===== config.mk =====
export PLATFORM = sky130hd
export DESIGN_NAME = uart_oversample_rx_flat
export DESIGN_NICKNAME = d
export VERILOG_FILES = /design/src/rtl/uart_pkg.sv /design/src/rtl/uart_oversample_rx_if.sv /design/src/rtl/uart_bit_sampler.sv /design/src/rtl/uart_oversample_rx.sv /design/src/flat_wrapper.sv
export SDC_FILE = /design/constraint.sdc
export NUM_CORES = 1
export LEC_CHECK = 0
export BUFFER_PORTS_ARGS = -buffer_cell sky130_fd_sc_hd__buf_4
export CAP_MARGIN = 20
export CORE_UTILIZATION = 50
export CTS_CLUSTER_SIZE = 30
export DETAILED_ROUTE_END_ITERATION = 8
export PLACE_DENSITY = 0.7
export SETUP_SLACK_MARGIN = 0.5
export SYNTH_ARGS = -nofsm -noshare
export SYNTH_HDL_FRONTEND = slang
export SYNTH_SLANG_ARGS = --single-unit

===== constraint.sdc =====
create_clock -name clk -period 1.8 [get_ports clk]
set_clock_uncertainty 0.1 [all_clocks]
set_input_delay 0.36 -clock clk [delete_from_list [all_inputs] [get_ports clk]]
set_output_delay 0.36 -clock clk [all_outputs]
set_load 0.02 [all_outputs]

===== src/rtl/uart_pkg.sv =====
// uart_pkg: shared receiver state type, default sizing and the 3-sample majority vote.
// Contents:
//   rx_state_t        receiver FSM states
//   SAMPLE_RATIO_DEF  default sample ticks per bit
//   DATA_BITS_DEF     default data bits per frame
//   majority3         2-of-3 vote used at each bit centre
package uart_pkg;

    typedef enum logic [2:0] {IDLE, START, DATA, PARITY, STOP} rx_state_t;

    localparam int SAMPLE_RATIO_DEF = 16;
    localparam int DATA_BITS_DEF    = 8;

    function automatic logic majority3(input logic a, input logic b, input logic c);
        return (a & b) | (a & c) | (b & c);
    endfunction

endpackage


===== src/rtl/uart_oversample_rx_if.sv =====
// uart_oversample_rx_if: received-byte bundle from the UART receiver to its consumers.
// Signals:
//   rx_data     last correctly framed byte
//   rx_valid    one-clk pulse when rx_data updates
//   rx_idle     high while no frame is in progress
//   frame_err   one-clk pulse when the stop bit is sampled low
//   parity_err  one-clk pulse on parity mismatch
// Modports: master = receiver (drives), slave = consumer (reads).
interface uart_oversample_rx_if
    import uart_pkg::*;
#(
    parameter int DATA_BITS = DATA_BITS_DEF
) ();

    logic [DATA_BITS-1:0] rx_data;
    logic                 rx_valid;
    logic                 rx_idle;
    logic                 frame_err;
    logic                 parity_err;

    modport master (output rx_data, rx_valid, rx_idle, frame_err, parity_err);
    modport slave  (input  rx_data, rx_valid, rx_idle, frame_err, parity_err);

endinterface


===== src/rtl/uart_bit_sampler.sv =====
// uart_bit_sampler: per-bit tick counter and centre 3-sample majority window.
// Ports:
//   clk, rst_n    clock, synchronous active-low reset
//   sample_tick   oversampling enable; the counter only moves on it
//   active        low while the receiver is idle; holds the counter at 0
//   din_s         synchronised serial line
//   bit_done      tick at the last sample of a bit period
//   centre_valid  tick at the third centre sample; centre_bit is valid then
//   centre_bit    majority of the three centre samples
module uart_bit_sampler
    import uart_pkg::*;
#(
    parameter int SAMPLE_RATIO = SAMPLE_RATIO_DEF
) (
    input  logic clk,
    input  logic rst_n,
    input  logic sample_tick,
    input  logic active,
    input  logic din_s,
    output logic bit_done,
    output logic centre_valid,
    output logic centre_bit
);

    localparam int TW = $clog2(SAMPLE_RATIO);
    localparam int C  = SAMPLE_RATIO / 2;
    localparam logic [TW-1:0] LAST  = TW'(SAMPLE_RATIO - 1);
    localparam logic [TW-1:0] C_LO  = TW'(C - 1);
    localparam logic [TW-1:0] C_MID = TW'(C);
    localparam logic [TW-1:0] C_HI  = TW'(C + 1);

    logic [TW-1:0] tick_cnt;
    logic          s_lo;
    logic          s_mid;

    always_ff @(posedge clk) begin
        if (!rst_n) begin
            tick_cnt <= '0;
            s_lo     <= 1'b1;
            s_mid    <= 1'b1;
        end else if (!active) begin
            tick_cnt <= '0;
        end else if (sample_tick) begin
            tick_cnt <= (tick_cnt == LAST) ? '0 : tick_cnt + 1'b1;
            if (tick_cnt == C_LO) s_lo <= din_s;
            if (tick_cnt == C_MID) s_mid <= din_s;
        end
    end

    // The third sample is the live line, so the vote is ready on the C+1 tick itself.
    assign bit_done     = active & sample_tick & (tick_cnt == LAST);
    assign centre_valid = active & sample_tick & (tick_cnt == C_HI);
    assign centre_bit   = majority3(s_lo, s_mid, din_s);

endmodule


===== src/rtl/uart_oversample_rx.sv =====
// uart_oversample_rx: oversampling 8N1 UART receiver with centre majority vote.
// Ports:
//   clk          system clock
//   rst_n        synchronous active-low reset
//   din          raw asynchronous serial line, idles high
//   sample_tick  one-clk enable at BAUD*SAMPLE_RATIO
//   rx           uart_oversample_rx_if.master: rx_data, rx_valid, rx_idle, frame_err, parity_err
// Optional feature: define RX_PARITY_EN to add a parity bit (PARITY_ODD selects odd parity).
module uart_oversample_rx
    import uart_pkg::*;
#(
    parameter int SAMPLE_RATIO = SAMPLE_RATIO_DEF,
    parameter int DATA_BITS    = DATA_BITS_DEF,
    parameter int SYNC_STAGES  = 2
`ifdef RX_PARITY_EN
    ,
    parameter bit PARITY_ODD   = 1'b0
`endif
) (
    input  logic                   clk,
    input  logic                   rst_n,
    input  logic                   din,
    input  logic                   sample_tick,
    uart_oversample_rx_if.master   rx
);

    localparam int BW = $clog2(DATA_BITS);
    localparam logic [BW-1:0] LAST_BIT = BW'(DATA_BITS - 1);
`ifdef RX_PARITY_EN
    localparam rx_state_t AFTER_DATA = PARITY;
`else
    localparam rx_state_t AFTER_DATA = STOP;
`endif

    logic [SYNC_STAGES-1:0] sync;
    logic                   din_s;
    rx_state_t              state, state_n;
    logic [BW-1:0]          bit_cnt, bit_cnt_n;
    logic [DATA_BITS-1:0]   shift_reg, shift_n;
    logic [DATA_BITS-1:0]   data_n;
    logic                   valid_n, ferr_n;
    // Cleared after a framing error so a held-low line cannot retrigger until it goes high.
    logic                   armed, armed_n;
    logic                   bit_done, centre_valid, centre_bit;
`ifdef RX_PARITY_EN
    logic                   par_bad, par_bad_n, perr_n;
`endif

    always_ff @(posedge clk) begin
        if (!rst_n) sync <= '1;
        else sync <= {sync[SYNC_STAGES-2:0], din};
    end

    assign din_s = sync[SYNC_STAGES-1];

    uart_bit_sampler #(
        .SAMPLE_RATIO (SAMPLE_RATIO)
    ) u_sampler (
        .clk          (clk),
        .rst_n        (rst_n),
        .sample_tick  (sample_tick),
        .active       (state != IDLE),
        .din_s        (din_s),
        .bit_done     (bit_done),
        .centre_valid (centre_valid),
        .centre_bit   (centre_bit)
    );

    always_comb begin
        state_n   = state;
        bit_cnt_n = bit_cnt;
        shift_n   = shift_reg;
        data_n    = rx.rx_data;
        valid_n   = 1'b0;
        ferr_n    = 1'b0;
        armed_n   = armed;
`ifdef RX_PARITY_EN
        par_bad_n = par_bad;
        perr_n    = 1'b0;
`endif
        case (state)
            IDLE: begin
                if (sample_tick && din_s) armed_n = 1'b1;
                if (sample_tick && !din_s && armed) state_n = START;
            end
            START: begin
                if (centre_valid && centre_bit) state_n = IDLE;
                else if (bit_done) begin
                    state_n   = DATA;
                    bit_cnt_n = '0;
                end
            end
            DATA: begin
                // LSB arrives first, so shifting in at the MSB leaves the byte in order.
                if (centre_valid) shift_n = {centre_bit, shift_reg[DATA_BITS-1:1]};
                if (bit_done) begin
                    bit_cnt_n = (bit_cnt == LAST_BIT) ? '0 : bit_cnt + 1'b1;
                    if (bit_cnt == LAST_BIT) state_n = AFTER_DATA;
                end
            end
`ifdef RX_PARITY_EN
            PARITY: begin
                if (centre_valid) par_bad_n = (^shift_reg) ^ centre_bit ^ PARITY_ODD;
                if (bit_done) state_n = STOP;
            end
`endif
            STOP: begin
                // Deciding at mid-stop leaves half a bit to catch a back-to-back start edge.
                if (centre_valid) begin
                    state_n = IDLE;
                    data_n  = centre_bit ? shift_reg : rx.rx_data;
                    valid_n = centre_bit;
                    ferr_n  = !centre_bit;
                    armed_n = centre_bit;
`ifdef RX_PARITY_EN
                    perr_n  = par_bad;
`endif
                end
            end
            default: state_n = IDLE;
        endcase
    end

    always_ff @(posedge clk) begin
        if (!rst_n) begin
            state        <= IDLE;
            bit_cnt      <= '0;
            shift_reg    <= '0;
            armed        <= 1'b1;
            rx.rx_data   <= '0;
            rx.rx_valid  <= 1'b0;
            rx.frame_err <= 1'b0;
        end else begin
            state        <= state_n;
            bit_cnt      <= bit_cnt_n;
            shift_reg    <= shift_n;
            armed        <= armed_n;
            rx.rx_data   <= data_n;
            rx.rx_valid  <= valid_n;
            rx.frame_err <= ferr_n;
        end
    end

`ifdef RX_PARITY_EN
    always_ff @(posedge clk) begin
        if (!rst_n) begin
            par_bad       <= 1'b0;
            rx.parity_err <= 1'b0;
        end else begin
            par_bad       <= par_bad_n;
            rx.parity_err <= perr_n;
        end
    end
`else
    assign rx.parity_err = 1'b0;
`endif

    assign rx.rx_idle = (state == IDLE);

endmodule


===== src/flat_wrapper.sv =====
// flat-port wrapper written by rule: the top's interface ports become plain ports
module uart_oversample_rx_flat import uart_pkg::*;
#(
    parameter int SAMPLE_RATIO = SAMPLE_RATIO_DEF,
    parameter int DATA_BITS    = DATA_BITS_DEF,
    parameter int SYNC_STAGES  = 2

)
  (clk, rst_n, din, sample_tick, rx_rx_data, rx_rx_valid, rx_rx_idle, rx_frame_err, rx_parity_err);
  uart_oversample_rx_if #(.DATA_BITS(DATA_BITS)) rx_i ();
  input  logic clk;
  input  logic rst_n;
  input  logic din;
  input  logic sample_tick;
  output wire logic [$bits(rx_i.rx_data)-1:0] rx_rx_data;
  output wire logic [$bits(rx_i.rx_valid)-1:0] rx_rx_valid;
  output wire logic [$bits(rx_i.rx_idle)-1:0] rx_rx_idle;
  output wire logic [$bits(rx_i.frame_err)-1:0] rx_frame_err;
  output wire logic [$bits(rx_i.parity_err)-1:0] rx_parity_err;
  assign rx_rx_data = rx_i.rx_data;
  assign rx_rx_valid = rx_i.rx_valid;
  assign rx_rx_idle = rx_i.rx_idle;
  assign rx_frame_err = rx_i.frame_err;
  assign rx_parity_err = rx_i.parity_err;
  uart_oversample_rx #(.SAMPLE_RATIO(SAMPLE_RATIO), .DATA_BITS(DATA_BITS), .SYNC_STAGES(SYNC_STAGES)) u_core (.clk(clk), .rst_n(rst_n), .din(din), .sample_tick(sample_tick), .rx(rx_i));
endmodule

==> summary.md <==
| Metric | Value |
|---|---|
| Core Rows | 19 |
| Peak fanout along the critical path | 5 |
| Die Ht | 55.97 µm |
| Vias post-DR | 1393 |
| Sink Count | 33 |
| Post-synth top area cell | dfxtp_1 |
| YS warnings | 0 |
| Startpoint types | flop |
| R2R depth | 6 |
| Synth Area in Simple Gates | 0.2474 |
| LEAKAGE | 0.8270 nW |
| Combinational Power Share | 0.177 |
| Clock latency on the worst-skew pair | 0.35 ns |
| RSZ-0062 raised after global routing | true |
| Vias in the first global route | 1289 |
| Synth unique cells | 40 |
| DIE WIDTH | 55.97 µm |
| Post-Syn Instances | 161 |
| Total wire length | 4243 µm |
| Synth async-reset ratio | 0 |
| Synth Area in XOR/XNOR | 0.01804 |
| #FFs+latches synth | 33 |
| Fmax | 546.4 MHz |
| Via density | 5.979 |
| Post-synth EDFFs | 0 |
| Top post-synthesis cells by count | dfxtp_1, nor2_1, nand3_1 |
| Router iterations before antenna repair | 4 |
| Status | complete, but fails checks |
| Fin crit period | 1.830 ns |
| Type of the worst min-delay path | input port to flop |
| Final period util | 1.017 |
| Synth top area cells | dfxtp_1, mux2i_1, nand3_1, ha_1, nor2_1 |
| Failing checks | setup timing |
| Share of layout cells above drive strength 1 | 0.4950 |
| Compound-gate portion of the synthesized area | 0.09622 |
| FF-to-FF setup slack | -0.03 ns |
| Worst VDD drop | 1150 µV |
| Total global routing overflow | 0 |
| Antenna viol nets, final | 0 |
| Slew Viols, Final | 0 |
| Core area | 0.002758 mm² |
| CTS tree | done |
| Clock power share | 0.395 |
| Worst path required time | 1.93 ns |
| Routed length per instance | 18.21 µm |
| Total track usage | 0.2510 |
| CP endpoint kind | flop |
| NetSw | 433.5 µW |
| Critical path class | flop to flop |
| Detailed placer's ending HPWL | 1961 µm |
| CTS Hold Bufs | 0 |
| Mux cell area share after synthesis | 0.06873 |
| DRC violations left | 0 |
| PD cells | 801.3 mW/mm² |
| Largest family of logic cells by synthesized area | simple AND/OR/NAND/NOR gates |
| Synthesized-area fraction occupied by adder cells | 0.05069 |
| Pin count of the biggest net entering global routing | 19 |
| CTS root buffer | clkbuf_4 |
| First-pass GRT wire length | 6023 µm |
| Final nets | 210 |
| Tot Pwr | 1.753 mW |
| CTS buffer count | 5 |
| Switching Share | 0.2473 |
| Mean area per synthesized cell | 9.046 µm² |
| Post-synth top area share | 0.4536 |
| GP Congestion | 0.8636 |
| Hold Violations, Final | 0 |
| Max-Cap Viols | 0 |
| Htree depth | 2 |
| Post-Place Cells | 199 |
| Hold path cells | 2 |
| Sequential area share after synthesis | 0.4536 |
| Initial core utilization | 0.5281 |
| Clk slew on worst S/H paths | 0.10 ns |
| N_diodes | 0 |
| Sequential share of power | 0.428 |
| Final worst-path setup slack | -0.03009 ns |
| Initial DRC count | 66 |
| Final Setup Violations | 1 |
| Buffers from clock root to sink, at most | 2 |
| Area grow syn2layout | 50.17% |
| Post-Syn Area | 0.001456 mm² |
| I/O pin count | 16 |
| Critical path arrival | 1.96 ns |
| Top FF cell, synth | dfxtp_1 |
| Non-Filler Instances | 233 |
| PortBufs | 14 |
| Fillcell total | 155 |
| Initial antenna violation count | 0 |
| Fin util | 0.7931 |
| Int Pwr | 1.319 mW |
| Count leader, synth | dfxtp_1 |
| Die area | 0.003133 mm² |
| Syn_nets | 170 |
[cells by family (layout without fill, tap and decap cells)]
group / count (synthesis) / in the layout
simple gates: 65 / 67
flops: 33 / 33
compound gates: 25 / 25
buf+inv: 18 / 57
mux: 10 / 10
fa+ha+maj: 6 / 6
xor+xnor: 3 / 3
other cells: 1 / 1
[power by group through the flow]
stage,registers (mW),clock network (mW),logic (mW)
floorplan,0.767,0,0.113
global placement,0.770,0,0.133
detailed placement,0.771,0,0.133
CTS,0.749,0.703,0.238
global route,0.751,0.732,0.328
finish,0.750,0.693,0.310
[path summary, 6_finish.rpt]
check	start	to
max	u_core.state[0]$_SDFFE_PN0P_	u_core.state[0]$_SDFFE_PN0P_
max reg2reg	u_core.state[0]$_SDFFE_PN0P_	u_core.state[0]$_SDFFE_PN0P_
min	din	u_core.sync[0]$_SDFF_PN1_
min reg2reg	u_core.sync[0]$_SDFF_PN1_	u_core.sync[1]$_SDFF_PN1_
[through the flow]
step / setup TNS, ns / cell area [µm²] / setup WS [ns] / hold slack [ns]
2_1_floorplan: 0 / 1509 / 0.2851 / 0.2863
3_3_place_gp: 0 / 1599 / 0.1412 / 0.2946
3_5_place_dp: 0 / 1599 / 0.1023 / 0.3037
4_1_cts: 0 / 1976 / 0.02954 / 0.08950
5_1_grt: -0.1105 / 2187 / -0.05378 / 0.08914
6_report: -0.03009 / 2187 / -0.03009 / 0.09975
[timing repair]
action / CTS / global route
gates resized for setup: 36 / 35
setup buffers: 17 / 7
gates cloned: 2 / 0
endpoints found under the setup margin: 39 / 38
pin swaps: 10 / 10
[cell type report]
class / instances / area, µm² / area share
timing repair buffer: 42 / 402.9 / 0.1842
clock inverter: 3 / 65.06 / 0.02975
sequential: 33 / 688.2 / 0.3146
multi-input combinational: 112 / 920.9 / 0.4211
inverter: 7 / 33.78 / 0.01545
clock buffer: 5 / 37.54 / 0.01716
tap: 31 / 38.79 / 0.01773
[routing by layer]
layer | vias to the layer above | share of wire | global-route usage
met4 | 0 | 0.030 | 0.1115
met3 | 15 | 0.064 | 0.07907
li1 | 647 | - | -
met5 | - | 0 | 0
met2 | 65 | 0.49 | 0.3912
met1 | 666 | 0.41 | 0.3185
[cells in the final DEF (no fill, tap or decap), types with 2 or more instances in the layout]
cell type	instances
mux2i_2	2
xor2_1	2
o21ai_1	6
o21ai_0	2
dfxtp_1	19
nand3_1	10
nor4_2	2
o21ai_2	4
bufinv_16	2
dfxtp_2	10
nor3_4	3
nand2_1	12
nor2_1	13
a21oi_2	3
nand4_4	3
nand2b_1	4
ha_1	3
nand3_2	2
a21oi_1	4
dfxtp_4	4
buf_4	21
buf_6	20
nand4_1	2
inv_1	5
mux2i_1	8
a31oi_1	2
clkbuf_4	5
and3b_1	2
[critical path, cell delays in order, from the launching register on]
cell	delay, ns
dfxtp_4	0.36
or3_4	0.43
buf_4	0.16
buf_6	0.12
o21ai_0	0.31
or3_1	0.18
o31ai_2	0.06
Note: power is estimated with default switching activity, not from simulation.
